`config.mk`:
```
export PLATFORM = sky130hd
export DESIGN_NAME = root_fanout_dispatcher_flat
export DESIGN_NICKNAME = d
export VERILOG_FILES = /design/src/rtl/root_fanout_dispatcher_if.sv /design/src/rtl/root_fanout_dispatcher.sv /design/src/flat_wrapper.sv
export SDC_FILE = /design/constraint.sdc
export NUM_CORES = 1
export LEC_CHECK = 0
export ABC_AREA = 1
export CORE_MARGIN = 2
export CORE_UTILIZATION = 56
export DETAILED_ROUTE_END_ITERATION = 6
export MAX_ROUTING_LAYER = met4
export PLACE_DENSITY_LB_ADDON = 0.2
export SETUP_SLACK_MARGIN = 0.05
export SLEW_MARGIN = 40
export SYNTH_ARGS = -nofsm -noshare
export SYNTH_HDL_FRONTEND = slang
export SYNTH_SLANG_ARGS = --single-unit
export TNS_END_PERCENT = 50
```
`constraint.sdc`:
```
create_clock -name clk -period 4.07 [get_ports clk]
set_input_delay 1.0175 -clock clk [delete_from_list [all_inputs] [get_ports clk]]
set_output_delay 1.0175 -clock clk [all_outputs]
set_load 0.05 [all_outputs]
```
`src/rtl/root_fanout_dispatcher_if.sv`:
```
// Signal bundle for root_fanout_dispatcher: upstream stream, per-child lanes and status.
// slave = the dispatcher itself, master = the feeder/consumer environment around it.
// Defining ROOT_DISPATCH_STATS_EN adds the lane_cnt/stall_cnt statistics outputs.
interface root_fanout_dispatcher_if #(
  parameter int NUM_CHILD = 5,
  parameter int DATA_W    = 32,
  parameter int DEPTH     = 4
) ();
  localparam int LANE_W = $clog2(NUM_CHILD);
  localparam int FILL_W = $clog2(DEPTH) + 1;

  logic                 s_valid;
  logic                 s_ready;
  logic [DATA_W-1:0]    s_data;
  logic [NUM_CHILD-1:0] lane_en;
  logic [NUM_CHILD-1:0] m_valid;
  logic [NUM_CHILD-1:0] m_ready;
  logic [DATA_W-1:0]    m_data;
  logic [LANE_W-1:0]    cur_lane;
  logic [FILL_W-1:0]    fill;
  logic                 idle;

`ifdef ROOT_DISPATCH_STATS_EN
  logic [NUM_CHILD*16-1:0] lane_cnt;
  logic [15:0]             stall_cnt;

  modport master (
    output s_valid, s_data, lane_en, m_ready,
    input  s_ready, m_valid, m_data, cur_lane, fill, idle, lane_cnt, stall_cnt
  );

  modport slave (
    input  s_valid, s_data, lane_en, m_ready,
    output s_ready, m_valid, m_data, cur_lane, fill, idle, lane_cnt, stall_cnt
  );
`else
  modport master (
    output s_valid, s_data, lane_en, m_ready,
    input  s_ready, m_valid, m_data, cur_lane, fill, idle
  );

  modport slave (
    input  s_valid, s_data, lane_en, m_ready,
    output s_ready, m_valid, m_data, cur_lane, fill, idle
  );
`endif
endinterface

```
`src/rtl/root_fanout_dispatcher.sv`:
```
// Buffers one work-item stream in a small FIFO and deals items round-robin to enabled child lanes.
// Optional statistics (per-lane transfer counters, stall counter) are built when ROOT_DISPATCH_STATS_EN is defined.
module root_fanout_dispatcher #(
  parameter int NUM_CHILD = 5,
  parameter int DATA_W    = 32,
  parameter int DEPTH     = 4
) (
  input  logic                   clk,
  input  logic                   rst,
  root_fanout_dispatcher_if.slave bus
);
  localparam int LANE_W = $clog2(NUM_CHILD);
  localparam int ADDR_W = $clog2(DEPTH);
  localparam int FILL_W = ADDR_W + 1;

  // Lane selector: SEL holds cur_lane, ADV marks a cycle whose edge loads the searched lane.
  localparam logic [0:0] SEL = 1'b0;
  localparam logic [0:0] ADV = 1'b1;

  logic [DATA_W-1:0] mem [DEPTH];
  logic [ADDR_W-1:0] wr_ptr;
  logic [ADDR_W-1:0] rd_ptr;
  logic [FILL_W-1:0] fill_q;
  logic [DATA_W-1:0] hold_q;
  logic [LANE_W-1:0] cur_q;
  logic [LANE_W-1:0] next_lane;
  logic              locked_q;
  logic [0:0]        lane_mode;

  logic has_item;
  logic cur_en;
  logic valid_any;
  logic s_ready_int;
  logic push;
  logic pop;

  // First enabled lane after 'from', cyclically; 'from' itself is checked last, and held if none is enabled.
  function automatic logic [LANE_W-1:0] search_next(
    input logic [NUM_CHILD-1:0] en,
    input logic [LANE_W-1:0]    from
  );
    logic [LANE_W-1:0] idx;
    logic [LANE_W-1:0] res;
    logic              found;
    idx   = from;
    res   = from;
    found = 1'b0;
    for (int k = 0; k < NUM_CHILD; k++) begin
      idx = (idx == LANE_W'(NUM_CHILD - 1)) ? '0 : idx + 1'b1;
      if (!found && en[idx]) begin
        res   = idx;
        found = 1'b1;
      end
    end
    return res;
  endfunction

  // A lane offered an item keeps it (locked_q) even if its enable drops before the handshake.
  assign has_item    = (fill_q != '0);
  assign cur_en      = bus.lane_en[cur_q];
  assign valid_any   = has_item & (cur_en | locked_q) & ~rst;
  assign s_ready_int = ~rst & (fill_q < FILL_W'(DEPTH));
  assign push        = bus.s_valid & s_ready_int;
  assign pop         = valid_any & bus.m_ready[cur_q];

  assign next_lane = search_next(bus.lane_en, cur_q);
  assign lane_mode = (pop | (~locked_q & ~cur_en)) ? ADV : SEL;

  always_comb begin
    // NOTE: the vector gets a full default before the indexed write, so no latch is inferred.
    bus.m_valid        = '0;
    bus.m_valid[cur_q] = valid_any;
  end

  assign bus.s_ready  = s_ready_int;
  assign bus.m_data   = has_item ? mem[rd_ptr] : hold_q;
  assign bus.cur_lane = cur_q;
  assign bus.fill     = fill_q;
  assign bus.idle     = ~has_item;

  // NOTE: storage array is not reset; fill/pointers alone decide which entries are meaningful.
  always_ff @(posedge clk) begin
    if (push) mem[wr_ptr] <= bus.s_data;
  end

  // NOTE: all state is updated with <= so every register samples pre-edge values.
  always_ff @(posedge clk) begin
    if (rst) begin
      wr_ptr   <= '0;
      rd_ptr   <= '0;
      fill_q   <= '0;
      hold_q   <= '0;
      cur_q    <= '0;
      locked_q <= 1'b0;
    end else begin
      if (push) wr_ptr <= wr_ptr + 1'b1;
      if (pop) begin
        rd_ptr <= rd_ptr + 1'b1;
        hold_q <= mem[rd_ptr];
      end
      case ({push, pop})
        2'b10:   fill_q <= fill_q + 1'b1;
        2'b01:   fill_q <= fill_q - 1'b1;
        default: fill_q <= fill_q;
      endcase
      if (lane_mode == ADV) cur_q <= next_lane;
      locked_q <= valid_any & ~pop;
    end
  end

`ifdef ROOT_DISPATCH_STATS_EN
  logic [NUM_CHILD*16-1:0] lane_cnt_q;
  logic [15:0]             stall_q;

  // Per-lane counters wrap naturally; the stall counter saturates.
  always_ff @(posedge clk) begin
    if (rst) begin
      lane_cnt_q <= '0;
      stall_q    <= '0;
    end else begin
      for (int i = 0; i < NUM_CHILD; i++) begin
        if (pop && (cur_q == LANE_W'(i)))
          lane_cnt_q[i*16 +: 16] <= lane_cnt_q[i*16 +: 16] + 16'd1;
      end
      if (valid_any && !bus.m_ready[cur_q] && (stall_q != 16'hFFFF))
        stall_q <= stall_q + 16'd1;
    end
  end

  assign bus.lane_cnt  = lane_cnt_q;
  assign bus.stall_cnt = stall_q;
`endif

  a_onehot: assert property (@(posedge clk) $onehot0(bus.m_valid));
  a_fill_bound: assert property (@(posedge clk) disable iff (rst) fill_q <= FILL_W'(DEPTH));
  a_offer_stable: assert property (@(posedge clk) disable iff (rst)
    (valid_any && !pop) |=> (valid_any && $stable(cur_q) && $stable(bus.m_data)));
endmodule

```
`src/flat_wrapper.sv`:
```
// flat-port wrapper written by rule: the top's interface ports become plain ports
module root_fanout_dispatcher_flat 
#(
  parameter int NUM_CHILD = 5,
  parameter int DATA_W    = 32,
  parameter int DEPTH     = 4
)
  (clk, rst, bus_s_valid, bus_s_data, bus_lane_en, bus_m_ready, bus_s_ready, bus_m_valid, bus_m_data, bus_cur_lane, bus_fill, bus_idle);
  root_fanout_dispatcher_if #(.NUM_CHILD(NUM_CHILD), .DATA_W(DATA_W), .DEPTH(DEPTH)) bus_i ();
  input  logic clk;
  input  logic rst;
  input wire logic [$bits(bus_i.s_valid)-1:0] bus_s_valid;
  input wire logic [$bits(bus_i.s_data)-1:0] bus_s_data;
  input wire logic [$bits(bus_i.lane_en)-1:0] bus_lane_en;
  input wire logic [$bits(bus_i.m_ready)-1:0] bus_m_ready;
  output wire logic [$bits(bus_i.s_ready)-1:0] bus_s_ready;
  output wire logic [$bits(bus_i.m_valid)-1:0] bus_m_valid;
  output wire logic [$bits(bus_i.m_data)-1:0] bus_m_data;
  output wire logic [$bits(bus_i.cur_lane)-1:0] bus_cur_lane;
  output wire logic [$bits(bus_i.fill)-1:0] bus_fill;
  output wire logic [$bits(bus_i.idle)-1:0] bus_idle;
  assign bus_i.s_valid = bus_s_valid;
  assign bus_i.s_data = bus_s_data;
  assign bus_i.lane_en = bus_lane_en;
  assign bus_i.m_ready = bus_m_ready;
  assign bus_s_ready = bus_i.s_ready;
  assign bus_m_valid = bus_i.m_valid;
  assign bus_m_data = bus_i.m_data;
  assign bus_cur_lane = bus_i.cur_lane;
  assign bus_fill = bus_i.fill;
  assign bus_idle = bus_i.idle;
  root_fanout_dispatcher #(.NUM_CHILD(NUM_CHILD), .DATA_W(DATA_W), .DEPTH(DEPTH)) u_core (.clk(clk), .rst(rst), .bus(bus_i));
endmodule
```
Word level (Yosys, flattened, before mapping):

Memories as Yosys holds them, arrays and structs flattened. A register that Yosys moved wholly into a read port is not among the register bits.
Cells that the tools add are included.

* memories: 1
* output and inout bits: 45
* register bits: 43
* bits in writable memories: 128

Memory list
* u_core.mem: depth 4, bits a word 32, rd ports 1, clocked after Yosys merged registers in 1, write ports 1, line root_fanout_dispatcher.sv:20 `logic [DATA_W-1:0] mem [DEPTH];`

* add/subtract/negate cells: 9
* muxes and demuxes: 37
* equality and inequality tests: 7
* bitwise logic cells: 15
* magnitude comparators: 8
* reduce and logical (&&, ||, !) cells: 13

Operators with widths (number)
* 32-bit 2-to-1 mux: 1
* 3-bit 2-to-1 mux: 10
* 3-bit by 4-bit < comparator with 1-bit output (second input constant): 6
* 1-bit binary-select mux with 3-bit select: 7
* 3-bit by 1-bit adder with 3-bit output (second input constant): 6
* 3-bit equality test (second input constant): 5
* 1-bit 2-to-1 mux: 15
* 1-bit bitwise AND: 7
* 3-bit one-hot mux with 2 select lines: 1
* 5-bit bitwise AND: 1
* 1-bit logical AND: 5
* 1-bit inverter: 5
* 5-bit nonzero test: 1
* 2-bit by 1-bit adder with 2-bit output (second input constant): 2
* 1-bit zero test: 4
* 2-bit 2-to-1 mux: 2
* 1-bit demux with 3-bit select: 1
* 3-bit by 1-bit greater-or-equal comparator with 1-bit output (second input constant): 1
* 3-bit < comparator (second input constant): 1
* 3-bit nonzero test: 1
* 3-bit by 1-bit subtractor with 3-bit output (second input constant): 1
* 2-bit by 1-bit equality test with 1-bit output (second input constant): 1
* 2-bit equality test (second input constant): 1
* 1-bit OR: 2
* 2 further kinds: 2

Logic depth before layout (Yosys ltp):

Gate-level depths: netlist (run 1).

* word-level depth: 18
* mapped depth: 26
* depth with buffers taken out: 26

Least setup slack after synthesis (run 1):

Ideal clock, no wire load.

* path type: input port to flip-flop
* from: input rst
* to: memory u_core.mem[0][0], enable pin
* setup slack: 0.165 ns
* library setup time: 0.421 ns
* data arrival time: 3.484 ns
* stages: 3
* data required time: 3.649 ns
* path buffers: 0
* cell sequence: nor2_1 > nand2_1 > nor2_1

* word-level cells in the longest chain between the ends: 5

Ends and longest elaborated chain
* start: declaration: line flat_wrapper.sv:11 `input logic rst;`
* 1-bit inverter: line root_fanout_dispatcher.sv:62 `assign s_ready_int = ~rst & (fill_q < FILL_W'(DEPTH));`
* 1-bit bitwise AND: line root_fanout_dispatcher.sv:62
* 1-bit bitwise AND: line root_fanout_dispatcher.sv:63 `assign push = bus.s_valid & s_ready_int;`
* 1-bit 2-to-1 mux: line root_fanout_dispatcher.sv:83 `if (push) mem[wr_ptr] <= bus.s_data;`
* 1-bit 2-to-1 mux (implied by the code): line root_fanout_dispatcher.sv:83
* end: declaration: line root_fanout_dispatcher.sv:20

Every way passes these cells.

Final worst setup path (run 1):

* from: input bus_lane_en[1]
* to: output bus_m_valid[4]

* word-level cells in the longest chain between the ends: 6

Ends and longest elaborated chain
* start: declaration: line flat_wrapper.sv:14 `input wire logic [$bits(bus_i.lane_en)-1:0] bus_lane_en;`
* 1-bit binary-select mux with 3-bit select: line root_fanout_dispatcher.sv:60 `assign cur_en = bus.lane_en[cur_q];`
* 1-bit 2-to-1 mux (implied by the code): line root_fanout_dispatcher.sv:60
* 1-bit OR: line root_fanout_dispatcher.sv:61 `assign valid_any = has_item & (cur_en | locked_q) & ~rst;`
* 1-bit bitwise AND (2 in series): line root_fanout_dispatcher.sv:61
* 5-bit bitwise AND (no line)
* end: declaration: line flat_wrapper.sv:17 `output wire logic [$bits(bus_i.m_valid)-1:0] bus_m_valid;`

Every way passes these cells. The select of a mux whose other input is x is not followed.

==> metrics, run 1 <==
maximum clock frequency between 0.2 and 0.3 GHz; period utilization 0.916; design area roughly 9900 um2; hold_buf cts 0; final wirelength ~18000 um; cell accounting for the most synthesized area sky130_fd_sc_hd__edfxtp_1; die area approximately 15000 um2; antenna viol nets, final 0; synthesized area per cell 10.0 um2; crit path from bus_lane_en[1]; TritonCTS Buffers 17; number of standard-cell rows in the floorplan 43; Worst Setup EP bus_m_valid[4]; count of input and output buffers 89; root buf cell sky130_fd_sc_hd__clkbuf_16; post-placement cell area 9310 um2; top area cells in the synthesized netlist sky130_fd_sc_hd__edfxtp_1, sky130_fd_sc_hd__dfxtp_1, sky130_fd_sc_hd__o21ai_0; cell-internal power 4.26 mW; crit path launch type input port; Critical Path End Type primary output; top cell types by occurrence after synthesis sky130_fd_sc_hd__nand2_1, sky130_fd_sc_hd__edfxtp_1, sky130_fd_sc_hd__o21ai_0; number of post-CTS setup repair buffers 0; share of synthesized area occupied by flip-flops and latches 0.611; last weighted congestion value of the routability-driven placer between 0.9 and 1; synthesized netlist net count ~830; core occupancy in the finished layout 0.722; clock network latency to the later pin of the worst-skew pair 420 ps; fraction of final layout cells with drive strength greater than 1 0.144; leading cell type by number of instances after synthesis sky130_fd_sc_hd__nand2_1; vertical extent of the die between 100 and 150 um; deepest level of the CTS H-tree 4; vias after detailed routing about 6k; count of flip-flops with a built-in enable after synthesis about 130; clk sink count approximately 170; wire length of the first global-routing pass approximately 28000 um; CP max FO 6; data arrival time at the worst-slack endpoint approximately 2700 ps; unique cell type count in the Yosys netlist 35; worst reg-to-reg setup slack around 510 ps; start of the worst register-to-register path u_core.bus.cur_lane[0]; status finished, final reports clean; setup TNS 0 ps; vias in the first global route between 5k and 6k; Switching Share 0.420; Pwr per Cell Area 741 nW/um2; Synth Flop Type sky130_fd_sc_hd__edfxtp_1; reg2reg path depth 24; fraction of power consumed by sequential logic 0.281; DR WL/cell roughly 17 um; Clk network pwr share 0.220; global route total overflow 0; #FFs+latches synth about 170; CTS clk-pin slew, worst paths about 60 ps; IO Count 90; total count of max-transition violations in the final report 0; net switching power figure around 3.1 mW; max-slew headroom at the worst pin 0.539; Area growth, synth to finish 27.6%; post-route DRC violation count 0; maximum vdd drop between 0.0003 and 0.0004 V; final hold violations 0; total number of yosys warnings 0; hold crit path type reg2reg; final layout net count a little over 900; Static Leak about 3.8 nW; number of detailed-routing iterations run before antenna repair 5; Tightest Pin Transition between 600 and 700 ps; TritonCTS clock tree built; core outline area ~14000 um2; cell area after synthesis between 7000 and 8000 um2; # diodes 0; class of the most critical setup path in2out; pin count of the biggest net entering global routing 66; Gate power share 0.499; starting density of the core 0.566; reported max-cap violation count 0; # setup viols final 0; required arrival time at the worst endpoint just over 3000 ps; Avg Vias per Cell approximately 5.6; final critical path time including I/O delays and setup 3730 ps; deepest clock path buffer count 2; cells after synthesis 774; half-perimeter wire length after placement 11700 um; portion of synthesized cell area occupied by the leading cell type 0.495; overall die width 122 um; number of design-rule violations left by the first detailed-router iteration roughly 450; setup repair after global routing missed its margin no; proportion of synthesized flip-flops having asynchronous set or reset 0; antenna violations before repair 0; end of the worst register-to-register path u_core.bus.cur_lane[2]; aggregate global-route resource usage 0.253; Worst Skew between 10 and 15 ps
[flip-flops by register name, summed over array words and instances (netlist names), named ones only]
register             flops
u_core.bus.cur_lane      3
u_core.locked_q          1
u_core.wr_ptr            2
u_core.rd_ptr            2
u_core.bus.fill          3
u_core.hold_q           32
u_core.mem             128
[critical path: stages]
cell                              delay, ps
sky130_fd_sc_hd__clkdlybuf4s50_1        560
sky130_fd_sc_hd__inv_1                   80
sky130_fd_sc_hd__o22ai_1                170
sky130_fd_sc_hd__nor3_1                  70
sky130_fd_sc_hd__o221ai_1                90
sky130_fd_sc_hd__nand2_1                 80
sky130_fd_sc_hd__nor2_1                 130
sky130_fd_sc_hd__inv_1                  130
sky130_fd_sc_hd__nor3_2                 220
sky130_fd_sc_hd__buf_12                 180
[power groups by stage]
stage                     sequential [mW]  clock [mW]  combinational, mW
final                                2.06        1.62               3.66
after global routing                 2.07        1.70               3.97
after CTS                            2.06        1.63               3.65
after detailed placement             2.10           0               3.64
after global placement               2.09           0               3.58
after floorplan                      2.14           0               2.49
[layout by cell type (no fill, tap or decap), types with 4 or more instances in the layout]
master,instances
sky130_fd_sc_hd__nand4_1,4
sky130_fd_sc_hd__clkbuf_16,17
sky130_fd_sc_hd__nand2_4,8
sky130_fd_sc_hd__clkdlybuf4s50_1,52
sky130_fd_sc_hd__nand2_1,142
sky130_fd_sc_hd__nand3_1,29
sky130_fd_sc_hd__inv_2,8
sky130_fd_sc_hd__inv_1,58
sky130_fd_sc_hd__nand3_2,6
sky130_fd_sc_hd__nand2_2,7
sky130_fd_sc_hd__dfxtp_1,44
sky130_fd_sc_hd__o22ai_1,19
sky130_fd_sc_hd__nor2_1,65
sky130_fd_sc_hd__edfxtp_1,128
sky130_fd_sc_hd__nor2_4,5
sky130_fd_sc_hd__buf_12,41
sky130_fd_sc_hd__a21oi_1,55
sky130_fd_sc_hd__a32o_1,15
sky130_fd_sc_hd__o21ai_0,108
sky130_fd_sc_hd__clkbuf_1,4
sky130_fd_sc_hd__buf_4,11
sky130_fd_sc_hd__ha_1,12
[stage by stage]
| stage | power (mW) | setup WS (ps) | hold WS, ps | instances |
|---|---|---|---|---|
| after floorplan | 4.63 | 165 | 457 | 774 |
| after global placement | 5.68 | 316 | 470 | 1021 |
| after detailed placement | 5.74 | 235 | 473 | 1021 |
| after CTS | 7.35 | 235 | 487 | 1053 |
| after global routing | 7.75 | 113 | 529 | 1053 |
| final | 7.34 | 342 | 485 | 1053 |
[final cells by class]
type                            count  area [um2]
Fill cell                         996        3810
Multi-Input combinational cell    497        2670
Clock inverter                     10         139
Sequential cell                   173        4750
Inverter                           67         251
Timing Repair Buffer              104        1420
Tap cell                          180         225
Clock buffer                       22         454
[cell families (layout without fill, tap and decap cells)]
logic type / Yosys count / in the layout / share of synthesized area
and+or+nand+nor: 276 / 276 / 0.164
AOI/OAI and AO/OA: 207 / 207 / 0.151
DFF: 173 / 173 / 0.611
xor gates and xnor gates: 1 / 1 / 0.00113
buffers and inverters: 104 / 203 / 0.0506
adders and majority gates: 13 / 13 / 0.0219
[how the worst min path moves through the flow]
stage | cells after the start | startpoint | endpoint
after global routing | 1 | u_core.rd_ptr[1] | u_core.rd_ptr[1]
after floorplan | 1 | u_core.rd_ptr[1] | flop
after detailed placement | 1 | u_core.rd_ptr[1] | u_core.rd_ptr[1]
final | 1 | u_core.rd_ptr[1] | flop
after CTS | 1 | u_core.rd_ptr[1] | flop
after global placement | 1 | u_core.rd_ptr[1] | u_core.rd_ptr[1]
[routing by layer]
layer  global-route usage  vias to the layer above  routed length [um]
met5                    -                        -                   0
met4               0.0754                        0                 265
met3               0.0496                       25                 955
met2                0.427                      191                8950
met1                0.310                     2831                7540
li1                     -                     2869                   -
[what timing repair did]
action                     CTS  global route
gates resized for setup      0             1
hold endpoints to repair     0             0
setup endpoints to repair    0             1
No activity file was read; power rests on OpenSTA's default activity.
==> inputs of run 2 (changes only) <==
- SETUP_SLACK_MARGIN: 0.05 -> not set
==> run 2 against run 1 <==
Compared with the run above:
- the run now ends with design-rule violations left
- sequential share of layout area hardly changed
- clock skew is 0.75 ps lower
- cell count stayed put
==> metrics, run 2 (synthesis gave the netlist of run 1 again) <==
CP max FO 6; Total Power Consumption between 7 and 8 mW; TritonCTS Buffers 17; Top Registers u_core.mem x128, u_core.hold_q x32; clock network latency to the later pin of the worst-skew pair around 420 ps; half-perimeter wire length after placement 11700 um; fraction of final layout cells with drive strength greater than 1 0.143; core outline area approximately 14000 um2; final wirelength between 15000 and 20000 um; pin count of the biggest net entering global routing 66; post-placement cell area around 9300 um2; Area growth, synth to finish 27.5%; TritonCTS clock tree built; CTS clk-pin slew, worst paths 60 ps; most congested layer reported by global routing met2; violations in the final reports design-rule violations; last weighted congestion value of the routability-driven placer between 0.9 and 1; data arrival time at the worst-slack endpoint roughly 2800 ps; hold crit path type reg2reg; status finished with violations; worst reg-to-reg setup slack about 530 ps; reported max-cap violation count 0; Bufs and invs on worst path 4; number of design-rule violations left by the first detailed-router iteration 453; IO Count 90; antenna violations before repair 0; slowest cell on the critical path sky130_fd_sc_hd__clkdlybuf4s50_1; hold slack just under 500 ps; setup TNS 0 ps; Avg Vias per Cell about 5.6; top library cells by usage in the layout, fill and taps aside sky130_fd_sc_hd__nand2_1, sky130_fd_sc_hd__edfxtp_1, sky130_fd_sc_hd__o21ai_0, sky130_fd_sc_hd__nor2_1, sky130_fd_sc_hd__inv_1; start point of the worst min-delay path u_core.rd_ptr[1]; required arrival time at the worst endpoint approximately 3100 ps; # setup viols final 0; reg2reg path depth 24; die area ~15000 um2; final critical path time including I/O delays and setup about 3800 ps; design area between 9000 and 10000 um2; starting density of the core 0.566; crit path from bus_lane_en[1]; final layout net count between 900 and 1k; aggregate global-route resource usage 0.253; Worst Skew between 9 and 10 ps; global routing usage on met2 0.427; vias in the first global route a little under 6k; Biggest register u_core.mem; Tightest Pin Transition around 680 ps; Static Leak 3.80 nW; CP top delay family buffers and inverters; total of cells resized after clock tree synthesis 0; global route total overflow 0; stage delay of the slowest cell on the critical path ~560 ps; fillers ~1000; crit path launch type input port; setup repair after global routing missed its margin no; met1 Use GR 0.310; period utilization 0.944; maximum vdd drop a little under 0.0004 V; max FFs per register ~130; wire length of the first global-routing pass approximately 28000 um; antenna viol nets, final 0; number of standard-cell rows in the floorplan 43; vias after detailed routing ~5.9k; max-slew headroom at the worst pin 0.541; Pwr per Cell Area about 740 nW/um2; met3 capacity usage during global routing 0.0496; maximum clock frequency ~0.26 GHz; end of the worst register-to-register path u_core.bus.cur_lane[0]; deepest level of the CTS H-tree 4; hold-critical path depth 1; post-route DRC violation count 1; deepest clock path buffer count 2; clk sink count approximately 170; vertical extent of the die 122 um; Critical Path End Type primary output; hold_buf cts 0; overall die width between 100 and 150 um; final hold violations 0; start of the worst register-to-register path u_core.bus.cur_lane[0]; number of post-CTS setup repair buffers 0; DR WL/cell approximately 17 um; class of the most critical setup path in2out; number of detailed-routing iterations run before antenna repair 7; # diodes 0; root buf cell sky130_fd_sc_hd__clkbuf_16; count of input and output buffers 89; most common cell after layout, fill and taps aside sky130_fd_sc_hd__nand2_1; cells traversed along the worst timing path clkdlybuf4s50_1 > inv_1 > o22ai_1 > nor3_1 > o221ai_1 > nand2_1 > nor2_1 > inv_1 > nor3_1 > buf_12; total count of max-transition violations in the final report 0
## run 2: cell counts in the layout (fill, tap and decap cells not counted)
Identical to the previous run, type by type.
## run 2: layout make-up
| class | instances | area [um2] | share of cell area |
|---|---|---|---|
| Clock buffer | 22 | 454 | 0.0459 |
| Clock inverter | 10 | 139 | 0.0140 |
| Inverter | 67 | 251 | 0.0254 |
| Multi-Input combinational cell | 497 | 2660 | 0.269 |
| Sequential cell | 173 | 4750 | 0.479 |
| Tap cell | 180 | 225 | 0.0227 |
| Timing Repair Buffer | 104 | 1420 | 0.144 |
## run 2: power breakdown
group	internal (mW)	switching [mW]	leakage, nW
clock network	0.983	0.634	0.288
logic	1.27	2.38	1.98
registers	2.01	0.0579	1.53
## run 2: through the flow
stage / instances / util / worst slack, ps
after global routing: 1053 / 0.722 / 2.44
after detailed placement: 1021 / 0.679 / 235
final: 1053 / 0.722 / 229
after CTS: 1053 / 0.722 / 235
after floorplan: 774 / - / 165
after global placement: 1021 / 0.679 / 316
## run 2: layer usage
metal | vias to the layer above | share of wire
met5 | - | 0
met4 | 0 | 0.014
met3 | 19 | 0.057
met2 | 195 | 0.51
met1 | 2836 | 0.42
li1 | 2873 | -
## run 2: how the worst max path moves through the flow
stage	slack (ps)	cells after the start	end
floorplan	170	3	u_core.mem[0][0]
global placement	320	10	bus_m_valid[4]
detailed placement	230	10	bus_m_valid[4]
CTS	240	10	bus_m_valid[4]
global route	2	10	bus_m_valid[4]
finish	230	10	bus_m_valid[4]
